==> src/rtl/tug_score_keeper.sv <==
// tug_score_keeper
//   Scorekeeper for the nine-light tug-of-war playfield. It decides when a round is won, keeps the
//   per-player scores and shows them on two seven-segment digits. After each round win it holds
//   round_reset high so the playfield re-centres. When a player reaches MAX_SCORE it latches the
//   match winner.
//
// Parameters
//   MAX_SCORE   : round wins that end the match (1..9)
//   HOLD_CYCLES : cycles round_reset stays high after a non-final round win (1..255)
//
// Ports
//   clk         : system clock, rising-edge
//   reset       : synchronous active-low reset
//   L, R        : single-cycle, already-conditioned player press pulses
//   led_left    : leftmost playfield light
//   led_right   : rightmost playfield light
//   HEX1, HEX0  : left / right score digits, active-low {g,f,e,d,c,b,a}
//   round_reset : forces the playfield back to its centre light
//   game_over   : high once the match is decided
//   winner      : 2'b10 left, 2'b01 right, 2'b00 none
module tug_score_keeper #(
   parameter int unsigned MAX_SCORE   = 7,
   parameter int unsigned HOLD_CYCLES = 4
) (
   input  logic       clk,
   input  logic       reset,
   input  logic       L,
   input  logic       R,
   input  logic       led_left,
   input  logic       led_right,
   output logic [6:0] HEX1,
   output logic [6:0] HEX0,
   output logic       round_reset,
   output logic       game_over,
   output logic [1:0] winner
);

   typedef enum logic [1:0] {
      StPlay,
      StHold,
      StOver
   } state_e;

   localparam logic [3:0] MaxScoreC  = 4'(MAX_SCORE);
   localparam logic [7:0] HoldInitC  = 8'(HOLD_CYCLES - 1);
   localparam logic [6:0] SegZeroC   = 7'b1000000;

   state_e     state_q, state_d;
   logic [3:0] score_l_q, score_l_d;
   logic [3:0] score_r_q, score_r_d;
   logic [7:0] hold_q, hold_d;
   logic       round_reset_q, round_reset_d;
   logic       game_over_q, game_over_d;
   logic [1:0] winner_q, winner_d;

   logic       left_win, right_win;
   logic [3:0] new_score;

   // Active-low seven-segment decode; out-of-range values blank the digit.
   function automatic logic [6:0] seg7(input logic [3:0] d);
      logic [6:0] s;
      case (d)
         4'd0:    s = SegZeroC;
         4'd1:    s = 7'b1111001;
         4'd2:    s = 7'b0100100;
         4'd3:    s = 7'b0110000;
         4'd4:    s = 7'b0011001;
         4'd5:    s = 7'b0010010;
         4'd6:    s = 7'b0000010;
         4'd7:    s = 7'b1111000;
         4'd8:    s = 7'b0000000;
         4'd9:    s = 7'b0010000;
         default: s = 7'b1111111;
      endcase
      return s;
   endfunction

   // A simultaneous press is a tie: the playfield does not move, so nobody scores.
   assign left_win  = L & ~R & led_left;
   assign right_win = R & ~L & led_right;

   always_comb begin
      state_d       = state_q;
      score_l_d     = score_l_q;
      score_r_d     = score_r_q;
      hold_d        = hold_q;
      round_reset_d = round_reset_q;
      game_over_d   = game_over_q;
      winner_d      = winner_q;
      new_score     = left_win ? (score_l_q + 4'd1) : (score_r_q + 4'd1);

      case (state_q)
         StPlay: begin
            round_reset_d = 1'b0;
            if (left_win || right_win) begin
               if (left_win) begin
                  score_l_d = new_score;
               end else begin
                  score_r_d = new_score;
               end
               round_reset_d = 1'b1;
               if (new_score >= MaxScoreC) begin
                  // Final win: round_reset stays high with the match frozen.
                  state_d     = StOver;
                  game_over_d = 1'b1;
                  winner_d    = left_win ? 2'b10 : 2'b01;
               end else begin
                  state_d = StHold;
                  hold_d  = HoldInitC;
               end
            end
         end
         StHold: begin
            // Counter loaded with HOLD_CYCLES-1, so round_reset spans exactly HOLD_CYCLES cycles.
            if (hold_q == 8'd0) begin
               state_d       = StPlay;
               round_reset_d = 1'b0;
            end else begin
               hold_d = hold_q - 8'd1;
            end
         end
         StOver: begin
            state_d = StOver;
         end
         default: begin
            state_d       = StPlay;
            round_reset_d = 1'b0;
         end
      endcase
   end

   always_ff @(posedge clk) begin
      if (!reset) begin
         state_q       <= StPlay;
         score_l_q     <= 4'd0;
         score_r_q     <= 4'd0;
         hold_q        <= 8'd0;
         round_reset_q <= 1'b0;
         game_over_q   <= 1'b0;
         winner_q      <= 2'b00;
      end else begin
         state_q       <= state_d;
         score_l_q     <= score_l_d;
         score_r_q     <= score_r_d;
         hold_q        <= hold_d;
         round_reset_q <= round_reset_d;
         game_over_q   <= game_over_d;
         winner_q      <= winner_d;
      end
   end

   assign HEX1        = seg7(score_l_q);
   assign HEX0        = seg7(score_r_q);
   assign round_reset = round_reset_q;
   assign game_over   = game_over_q;
   assign winner      = winner_q;

endmodule

==> config.mk <==
export PLATFORM = sky130hd
export DESIGN_NAME = tug_score_keeper
export DESIGN_NICKNAME = d
export VERILOG_FILES = /design/src/rtl/tug_score_keeper.sv
export SDC_FILE = /design/constraint.sdc
export NUM_CORES = 1
export LEC_CHECK = 0
export BUFFER_PORTS_ARGS = -buffer_cell sky130_fd_sc_hd__buf_4
export CAP_MARGIN = 5
export CORE_MARGIN = 2
export CORE_UTILIZATION = 51
export CTS_CLUSTER_SIZE = 16
export DETAILED_ROUTE_END_ITERATION = 16
export GPL_ROUTABILITY_DRIVEN = 0
export GPL_TIMING_DRIVEN = 0
export PLACE_DENSITY_LB_ADDON = 0.12
export SETUP_SLACK_MARGIN = 0.2
export SKIP_CTS_REPAIR_TIMING = 1
export SLEW_MARGIN = 25
export SYNTH_ARGS = -nofsm -noshare
export SYNTH_HDL_FRONTEND = slang
export SYNTH_SLANG_ARGS = --single-unit
==> constraint.sdc <==
create_clock -name clk -period 2 [get_ports clk]
set_clock_uncertainty 0.1 [all_clocks]
set_input_delay 0.2 -clock clk [delete_from_list [all_inputs] [get_ports clk]]
set_output_delay 0.2 -clock clk [all_outputs]
set_load 0.02 [all_outputs]
* Word level (Yosys, flattened, before mapping)
Memory sizes are Yosys's and may differ from the RTL's. A register that Yosys moved wholly into a read port is not among the register bits.
Index checks and enable logic that the tools add are counted.
** Storage, ports and cells
- Memories kept :: 2
- Logic and storage cells :: 54
- Register bits :: 22
- ROM bits :: 224
- Output and inout bits :: 18
** Operators by class
- Bitwise operators :: 8
- Reductions and logical operators :: 10
- Multiplexer cells :: 17
- Magnitude comparators :: 1
- Equality and inequality tests :: 6
- $add $sub $neg :: 3
** Memories
- (no name shown) :: depth 16, bits a word 7, read ports 1, clocked after Yosys merged registers in 1, wr ports 0, RTL line 62 : case (d)
- (no name shown) :: depth 16, bits a word 7, read ports 1, clocked after Yosys merged registers in 1, wr ports 0, RTL line 62
** Operators with widths (count)
- 2-to-1 mux 8 bit :: 3
- 2-to-1 mux 4 bit :: 5
- one-hot mux 8 bit (2 select lines) :: 1
- AND reduction 3 bit :: 3
- adder 4 x 1 -> 4 bit (second input constant) :: 2
- zero test 8 bit :: 1
- 2-to-1 mux 2 bit :: 4
- inequality test 2 bit (second input constant) :: 4
- subtractor 8 x 1 -> 8 bit (second input constant) :: 1
- one-hot mux 2 bit (3 select lines) :: 1
- AND 1 bit :: 4
- >= comparator 4 x 3 -> 1 bit (second input constant) :: 1
- NOT 1 bit :: 4
- AND reduction 2 bit :: 2
- AND reduction 4 bit :: 1
- one-hot mux 1 bit (3 select lines) :: 1
- equality test 2 x 1 -> 1 bit (second input constant) :: 1
- equality test 2 bit (second input constant) :: 1
- zero test 2 bit :: 1
- 2-to-1 mux 1 bit :: 2
- nonzero test 2 bit :: 1
- logical OR 1 bit :: 1

* Depth between registers and ports, before layout
Gate-level depths: netlist (run 1).
- Word-level depth :: 8
- Depth in mapped cells :: 13

* Worst setup path after synthesis (run 1)
OpenSTA, ideal clock, no wires.
- Kind :: input port to flip-flop
- From :: input R
- To :: register HEX0[1] (netlist name)
- Stages on the path :: 11
- Arrival :: 1.861 ns
- Buffers on the path :: 2
- Setup slack :: -0.096 ns
- Cells stage by stage :: and3b_1 -> clkbuf_2 -> nand2_1 -> nand2_1 -> ha_1 -> nand4b_1 -> o21a_4 -> o21ai_4 -> and2_0 -> buf_2 -> o22ai_1
** On the way
- Cells in the longest elaborated chain, start to end :: 7
** RTL lines
- start, declared :: RTL line 28 : input logic R,
- NOT 1 bit :: RTL line 79 : assign left_win = L & ~R & led_left;
- AND 1 bit (2 in series) :: RTL line 79
- logical OR 1 bit / NOT 1 bit (equally long branches)
- AND reduction 3 bit (no line)
- 2-to-1 mux 4 bit (no line) * (2 in series)
Mark *: on every way between the ends. The rest lies on a longest branch, timed or not.
A chain may end at the register's enable or synchronous reset.

* Final worst setup path (run 1)
- From :: input R
- To :: register HEX0[0] (netlist name)
** On the way
- Cells in the longest elaborated chain, start to end :: 7
** RTL lines (RTL line)
- NOT 1 bit :: 79
- AND 1 bit (2 in series) :: 79
- logical OR 1 bit / NOT 1 bit (equally long branches)
- AND reduction 3 bit (no line)
- 2-to-1 mux 4 bit (no line) * (2 in series)
Marked as above.

==> results.yml, run 1 <==
layout:
  fill_cells: 266
  final_net_count: 270
  drive_gt1_frac: 0.390
  syn2layout_area_growth_pct: 35.3
  diodes: 0
die:
  die-area_mm2: 0.00430
  row_count: 22
  die_h_um: 65.6
  coreArea_mm2: 0.00366
  num_io_pins: 24
  initial_core_util: 0.528
  die_w_um: 65.6
synthesis:
  ys_seq_area_frac: 0.373
  syn_avg_cell_area_um2: 9.53
  yosysUniqueCellTypes: 48
  ys_seq_elements: 36
  synth_nets: 223
  ys_warn_count: 0
  netlist.area_leader.share: 0.373
  ys.flop_type: "dfxtp_1"
  synth.most_common_cell: "dfxtp_1"
  synth_edf_count: 0
  synth_top_area_cell: "dfxtp_1"
  syn_area_mm2: 0.00193
  synth_async_sr_flop_share: 0
  synth_common_cells: "36 x dfxtp_1, 21 x nand2_1, 19 x mux2i_1, 17 x inv_1"
  yosys-top-cells-area: "dfxtp_1 37%, mux2i_1 9.8%, ha_1 9.1%, nand2_1 4.1%, xor2_1 3.6%"
  synthCells: 203
run:
  drv_cap: 0
power_and_ir_drop:
  ir_drop_v: 0.000550
  intPower_mw: 1.17
  p_clk_frac: 0.332
  power.switching_mw: 0.442
  p_leak_nw: 1.24
  seq_power_share: 0.480
  comb_power_share: 0.189
  p_sw_frac: 0.274
  power_density_mw_per_mm2: 617
clocking:
  clk_latency_ps: 280
  clkSinkCount: 36
  cts_tree: "built"
  clk_pin_slew_worst_paths_ps: 70
  numCtsBuffers: 5
  clk_path_buf_depth: 2
  ctsHtreeMaxLevel: 2
  cts_root_buf: "clkbuf_8"
run_status:
  run_status: "finished with violations"
  violations: "negative setup slack"
drt:
  first_iter_violations: 80
  detail-route-antenna-nets: 0
  vias: 1565
  dr.pass1.iters: 4
  via_per_inst: 5.23
  drc: 0
  wirelength_um: 4060
  wl_per_cell_um: 13.6
critical_path:
  reg2reg_to: "HEX0[0]"
  r2r_slack_ps: -60
  reg2reg_depth: 9
  cp_num_cells: 12
  critPathTopFamily: "compound AO/OA/AOI/OAI gates"
  path_buf_inv: 3
  slowest_stage: "o21a_4"
  path_class: "input pin to flop"
  worstSetupStartpointType: "input pin"
  path_cells: "buf_6 > and3b_1 > clkbuf_8 > nand2_4 > nand2_2 > ha_4 > nand4b_1 > o21a_4 > o21ai_4 > buf_6 > mux2i_1 > mux2i_1"
  worstPathArrival_ps: 2130
  cp-end-kind: "flop"
  path_max_fanout: 7
  required_ps: 2060
  rr_startpoint: "score_l_q[1]"
  critPathMaxStageDelay_ps: 290
global_routing:
  grt_first_pass_wirelength_um: 6180
  grt_pass1_vias: 1468
  antenna_found_initial: 0
  globalRouteTotalUtil: 0.183
  globalRouteOverflowTotal: 0
  grt_max_degree: 12
timing:
  fin_crit_ps: 2070
  setup_violations: 7
  hold_viol_final: 0
  fmax_mhz: 483
  slew_headroom: 0.668
  finalSetupTns_ps: -348
  slew_viol_final: 0
  whs_ps: 263
  period_share: 1.03
  worst_slew_pin_slew_ps: 493
  rsz0062_at_grt: "true"
  setup_ws_ps: -68.4
place:
  io_buffer_count: 23
  dp_hpwl_um: 2670
min_path:
  min_path_cells: 4
  min_from: "led_left"
  hold_end: "winner[0]"
  hold_path.class: "input pin to flop"
## tightest hold or removal path, delay by kind of cell
kind | cells | cell delay, ps
and+or+nand+nor | 2 | 230
buffers and inverters | 1 | 100
muxes | 1 | 60
## worst max path at each step
stage                            start       to  slack (ps)
after floorplan                      R  HEX0[1]         -50
after CTS                   state_q[1]  HEX0[4]        -250
final                                R  HEX0[0]         -70
after global routing      score_l_q[1]  HEX0[5]        -180
after global placement               R  HEX0[1]        -400
after detailed placement             R  HEX0[1]        -440
## per-layer routing
metal / track usage / part of all wire / up-vias
met5: 0 / 0 / -
met4: 0.0807 / 0.0057 / 0
met1: 0.204 / 0.43 / 745
li1: - / - / 790
met2: 0.325 / 0.53 / 28
met3: 0.0497 / 0.032 / 2
## stage by stage
step	setup WS [ps]	power, mW	cells	utilization	area, um^2
after global placement	-398	1.03	274	0.605	2210
after floorplan	-45.2	0.961	203	-	1980
after detailed placement	-441	1.04	274	0.605	2210
after CTS	-247	1.57	282	0.630	2310
after global routing	-175	1.69	299	0.715	2620
final	-68.4	1.61	299	0.715	2620
## sequential cells by signal (all words and copies together) (netlist names)
register	flops
hold_q	8
round_reset	1
HEX0	7
score_r_q	4
winner	2
game_over	1
HEX1	7
score_l_q	4
state_q	2
## power groups by stage
stage                     Clock [mW]  Combinational, mW  Sequential, mW
after floorplan                    0              0.155           0.806
final                          0.535              0.305           0.774
after detailed placement           0              0.248           0.789
after CTS                      0.543              0.249           0.773
after global placement             0              0.239           0.787
after global routing           0.574              0.336           0.778
## placed cells by master, fill, tap and decap left out, types with 4 or more instances in the layout
cell type,count
inv_1,13
buf_6,5
nor2_1,14
a21oi_1,7
mux2i_1,17
ha_4,5
clkbuf_8,7
ha_1,6
buf_4,37
nand3_1,6
nand2b_1,4
nand2_2,4
xor2_1,8
dfxtp_1,30
nand4b_1,4
nand2_1,16
## final cells by class
type | instances | area [um^2] | share of cell area
Sequential cell | 36 | 736 | 0.281
Buffer | 7 | 53.8 | 0.0206
Tap cell | 48 | 60.1 | 0.0230
Timing Repair Buffer | 40 | 328 | 0.125
Clock inverter | 1 | 7.51 | 0.00287
Multi-Input combinational cell | 143 | 1280 | 0.489
Inverter | 17 | 66.3 | 0.0253
Clock buffer | 7 | 86.3 | 0.0330
## logic make-up (layout without fill, tap and decap cells)
group           after synthesis  count (layout)  share of synthesized area
mux                          22              22                      0.119
xor+xnor                      8               8                     0.0362
fa+ha+maj                    14              14                     0.0906
compound gates               33              33                      0.145
buf+inv                      24              72                     0.0543
flops                        36              36                      0.373
simple gates                 66              66                      0.182
(Power assumes the default switching activity.)
==> run 2, diff against run 1 <==
--- a/config.mk
+++ b/config.mk
@@ -8,7 +8,7 @@
 export BUFFER_PORTS_ARGS = -buffer_cell sky130_fd_sc_hd__buf_4
 export CAP_MARGIN = 5
 export CORE_MARGIN = 2
-export CORE_UTILIZATION = 51
+export CORE_UTILIZATION = 40
 export CTS_CLUSTER_SIZE = 16
 export DETAILED_ROUTE_END_ITERATION = 16
 export GPL_ROUTABILITY_DRIVEN = 0
==> run 2 against run 1 <==
The flow still finishes with violations (negative setup slack); largest cell class unchanged; register-to-register slack about the same; setup slack improved by 8.6 ps; global-route usage is 2.9 points lower.
==> results.yml, run 2 (synthesized netlist as in run 1, its figures left out) <==
run_status:
  run_status: "finished with violations"
  violations: "negative setup slack"
power_and_ir_drop:
  ir_drop_v: 0.000338
  p_leak_nw: 1.22
  power_density_mw_per_mm2: 615
critical_path:
  reg2reg_depth: 9
  rr_startpoint: "score_r_q[1]"
  crit_top_cell: "nand2_2"
  cp-end-kind: "flop"
  path_buf_inv: 3
  critPathTopFamily: "simple AND/OR/NAND/NOR gates"
  path_class: "input pin to flop"
  worstSetupStartpointType: "input pin"
  critPathMaxStageDelay_ps: 290
  path_max_fanout: 7
  reg2reg_to: "HEX0[4]"
  slowest_stage: "o21a_4"
  path_cells: "buf_4 > and3b_1 > buf_8 > nand2_2 > nand2_2 > ha_4 > nand4b_1 > o21a_4 > o21ai_4 > buf_12 > mux2i_1 > mux2_4"
  r2r_slack_ps: -50
  required_ps: 2090
  worstPathArrival_ps: 2150
timing:
  setup_violations: 3
  worst_slew_pin_slew_ps: 487
  setup_ws_ps: -59.8
  slew_headroom: 0.673
  period_share: 1.03
  fin_crit_ps: 2060
  hold_viol_final: 0
  rsz0062_at_grt: "true"
  slew_viol_final: 0
  fmax_mhz: 485
  finalSetupTns_ps: -78.3
layout:
  syn2layout_area_growth_pct: 36.2
  largest_reg_flops: 8
  drive_gt1_frac: 0.402
  diodes: 0
  final_common_cell: "buf_4"
  design_area_mm2: 0.00263
  regMostFlops: "hold_q"
  final_net_count: 270
  layout_common_cells: "41 x buf_4, 30 x dfxtp_1, 16 x nand2_1"
drt:
  via_per_inst: 5.05
  first_iter_violations: 43
  vias: 1539
  dr.pass1.iters: 4
  detail-route-antenna-nets: 0
  wirelength_um: 3880
  drc: 0
  wl_per_cell_um: 12.7
min_path:
  hold_path.class: "input pin to flop"
  min_path_cells: 4
  hold_end: "score_r_q[2]"
  min_from: "reset"
clocking:
  clk_latency_ps: 290
  numCtsBuffers: 5
  cts_tree: "built"
  clk_pin_slew_worst_paths_ps: 70
  cts_root_buf: "clkbuf_8"
  clkSinkCount: 36
  ctsHtreeMaxLevel: 2
  clk_path_buf_depth: 2
die:
  die_w_um: 73.5
  die_h_um: 73.5
  coreArea_mm2: 0.00469
  row_count: 25
  initial_core_util: 0.412
  num_io_pins: 24
  die-area_mm2: 0.00541
place:
  dp_hpwl_um: 2650
  postPlaceCellArea_mm2: 0.00222
  io_buffer_count: 23
global_routing:
  grt_max_degree: 11
  antenna_found_initial: 0
  globalRouteOverflowTotal: 0
  grt_pass1_vias: 1368
  grt_first_pass_wirelength_um: 6310
  globalRouteTotalUtil: 0.155
run:
  drv_cap: 0
## run 2: cell type report
type / instances / area [um^2]
Buffer: 7 / 57.6
Clock buffer: 8 / 90.1
Fill cell: 439 / 2060
Inverter: 17 / 66.3
Multi-Input combinational cell: 143 / 1310
Sequential cell: 36 / 733
Tap cell: 54 / 67.6
Timing Repair Buffer: 40 / 313
## run 2: per-stage QoR
| stage | util | hold WS [ps] | cells | setup slack [ps] | total power, mW |
|---|---|---|---|---|---|
| after detailed placement | 0.473 | 350 | 280 | -414 | 1.04 |
| after CTS | 0.493 | 130 | 288 | -269 | 1.58 |
| after global placement | 0.473 | 347 | 280 | -415 | 1.03 |
| after floorplan | - | 262 | 203 | -45.2 | 0.961 |
| after global routing | 0.561 | 211 | 305 | -159 | 1.71 |
| final | 0.561 | 205 | 305 | -59.8 | 1.62 |
## run 2: worst max-delay path by stage
stage | endpoint | cells after the start | slack (ps) | startpoint
6_report | HEX0[4] | 12 | -60 | R
3_5_place_dp | HEX0[1] | 12 | -410 | R
4_1_cts | HEX0[4] | 7 | -270 | state_q[1]
2_1_floorplan | HEX0[1] | 11 | -50 | R
5_1_grt | HEX0[4] | 12 | -160 | R
3_3_place_gp | HEX0[1] | 12 | -410 | R
## run 2: where the power goes
part           leakage [nW]  switching [mW]  internal (mW)
clock network        0.0455           0.266          0.281
logic                 0.882           0.158          0.141
registers             0.296          0.0243          0.751
total                  1.22           0.448           1.17
## run 2: metal layers
| metal | up-vias | track usage | part of all wire |
|---|---|---|---|
| li1 | 788 | - | - |
| met1 | 725 | 0.195 | 0.46 |
| met2 | 19 | 0.233 | 0.48 |
| met3 | 7 | 0.0439 | 0.039 |
| met4 | 0 | 0.0909 | 0.023 |
| met5 | - | 0 | 0 |
## run 2: tightest hold or removal path: stages
cell and delay, ps:
buf_4 140, o21ai_4 90, buf_4 110, inv_1 30
==> run 3, diff against run 2 <==
--- a/config.mk
+++ b/config.mk
@@ -5,6 +5,7 @@
 export SDC_FILE = /design/constraint.sdc
 export NUM_CORES = 1
 export LEC_CHECK = 0
+export ABC_AREA = 1
 export BUFFER_PORTS_ARGS = -buffer_cell sky130_fd_sc_hd__buf_4
 export CAP_MARGIN = 5
 export CORE_MARGIN = 2
==> run 3 against run 2 <==
The flow now finishes without violations; fmax is 15% higher; sequential cell count stayed put; first-iteration DRC count is 56% higher; highest routed layer unchanged; combinational power is 48% higher.
==> results.yml, run 3 <==
layout:
  final_common_cell: "nand2_1"
  largest_reg_flops: 8
  regMostFlops: "hold_q"
  drive_gt1_frac: 0.412
  fin_util: 0.581
  diodes: 0
  design_area_mm2: 0.00274
  syn2layout_area_growth_pct: 39.9
  final_net_count: 345
  fill_cells: 444
  multiInputGateArea_mm2: 0.00131
  seq_area_um2: 727
  layout_common_cells: "61 x nand2_1, 48 x buf_4, 31 x dfxtp_1"
global_routing:
  antenna_found_initial: 0
  globalRouteTotalUtil: 0.153
  gr-usage-met2: 0.250
  grt_first_pass_wirelength_um: 6600
  grt_max_degree: 11
  grt_pass1_vias: 1475
  grt_use_met1: 0.200
  globalRouteOverflowTotal: 0
  grtUsageMet3: 0.0420
  grt.busiest_layer: "met2"
synthesis:
  synth_top_area_cell: "dfxtp_1"
  synth_edf_count: 0
  synthCells: 265
  netlist.area_leader.share: 0.368
  synth.most_common_cell: "nand2_1"
  ys_seq_area_frac: 0.368
  yosys-top-cells-area: "dfxtp_1 37%, nand2_1 13%, ha_1 8.9%, inv_1 5.0%, nor2_1 5.0%"
  syn_area_mm2: 0.00196
  ys.flop_type: "dfxtp_1"
  yosysUniqueCellTypes: 26
  synth_async_sr_flop_share: 0
  syn_avg_cell_area_um2: 7.40
  synth_common_cells: "68 x nand2_1, 36 x dfxtp_1, 26 x inv_1, 26 x nor2_1, 15 x a21oi_1"
  synth_nets: 285
  ys_seq_elements: 36
  ys_warn_count: 0
drt:
  via_per_inst: 4.67
  detail-route-antenna-nets: 0
  vias: 1831
  first_iter_violations: 67
  wl_per_cell_um: 11.8
  wirelength_um: 4620
  dr.pass1.iters: 6
  drc: 0
clocking:
  numCtsBuffers: 5
  clkSinkCount: 36
  clk_pin_slew_worst_paths_ps: 70
  cts_root_buf: "clkbuf_8"
  clk_path_buf_depth: 2
  ctsHtreeMaxLevel: 2
  cts_tree: "built"
  clk_latency_ps: 280
critical_path:
  worstPathArrival_ps: 1870
  reg2reg_depth: 11
  required_ps: 2080
  cp-end-kind: "flop"
  path_max_fanout: 6
  worstSetupStartpointType: "flop"
  path_class: "flop to flop"
die:
  die_w_um: 74.0
  coreArea_mm2: 0.00472
  die-area_mm2: 0.00548
  initial_core_util: 0.415
  die_h_um: 74.0
  row_count: 25
  num_io_pins: 24
place:
  io_buffer_count: 23
  dp_hpwl_um: 2810
  post-place-ws_ps: -146
  postPlaceCellArea_mm2: 0.00223
power_and_ir_drop:
  power.switching_mw: 0.530
  p_leak_nw: 1.36
  seq_power_share: 0.438
  intPower_mw: 1.24
  comb_power_share: 0.248
  ir_drop_v: 0.000298
  p_clk_frac: 0.314
  power_density_mw_per_mm2: 647
  p_sw_frac: 0.299
run:
  drv_cap: 0
min_path:
  min_path_cells: 3
  hold_path.class: "input pin to flop"
timing:
  fin_crit_ps: 1790
  period_share: 0.894
  worst_slew_pin_slew_ps: 479
  whs_ps: 124
  setup_violations: 0
  finalSetupTns_ps: 0
  slew_headroom: 0.680
  hold_viol_final: 0
  setup_ws_ps: 211
  fmax_mhz: 559
  slew_viol_final: 0
  rsz0062_at_grt: "true"
run_status:
  run_status: "finished, final reports clean"
[run 3: changes by cell type after synthesis, sizes merged, moves of 8 or more]
cell   before  now
nand3       7   17
inv        17   34
nor2       15   29
o21ai       6   16
nand2      21   88
mux2i      20    0
a21oi       7   15
[run 3: critical path: stages, from the launching register on]
cell,delay [ps]
dfxtp_2,330
nand4_1,110
nand2_2,140
ha_4,240
o21ai_4,170
nand2_4,100
inv_4,90
ha_4,200
nand2_2,50
nand2_1,40
nand2_1,60
nand2_1,40
[run 3: path summary, 6_finish.rpt]
kind                startpoint        end  slack [ps]
setup / recovery  score_l_q[1]    HEX1[3]         210
hold / removal           reset  winner[1]         120
setup reg to reg  score_l_q[1]    HEX1[3]         210
hold reg to reg      hold_q[1]  hold_q[1]         360
[run 3: kinds of logic (layout without fill, tap and decap cells)]
group                    count (synthesis)  after routing  share of synthesized area
buffers and inverters                   36             92                     0.0715
AO/OA/AOI/OAI                           32             32                     0.0868
XOR/XNOR                                 6              6                     0.0268
AND/OR/NAND/NOR                        141            145                      0.358
adder cells (fa/ha/maj)                 14             14                     0.0893
flip-flops                              36             36                      0.368
[run 3: through the flow]
step,power (mW),cells
final,1.77,392
after global routing,1.87,392
after CTS,1.70,362
after detailed placement,1.15,355
after global placement,1.14,355
after floorplan,1.05,265
[run 3: power by group through the flow]
stage	logic (mW)	registers, mW	clock network (mW)
2_1_floorplan	0.223	0.825	0
3_3_place_gp	0.350	0.792	0
3_5_place_dp	0.353	0.793	0
4_1_cts	0.354	0.776	0.571
5_1_grt	0.486	0.782	0.604
6_report	0.440	0.777	0.558
[run 3: area by class of cell]
type / count / share of cell area
inverters: 35 / 0.0543
flip-flops and latches: 36 / 0.265
plain buffers: 1 / 0.00137
clock buffers: 7 / 0.0351
repair buffers: 49 / 0.135
multi-input cells: 197 / 0.478
well taps: 67 / 0.0306
[run 3: metal layers]
layer  share of wire  routed length [um]  up-vias
met1            0.44                2040      836
met5               0                   0        -
met3           0.032                 150        8
li1                -                   -      959
met4           0.013                  60        0
met2            0.51                2370       28
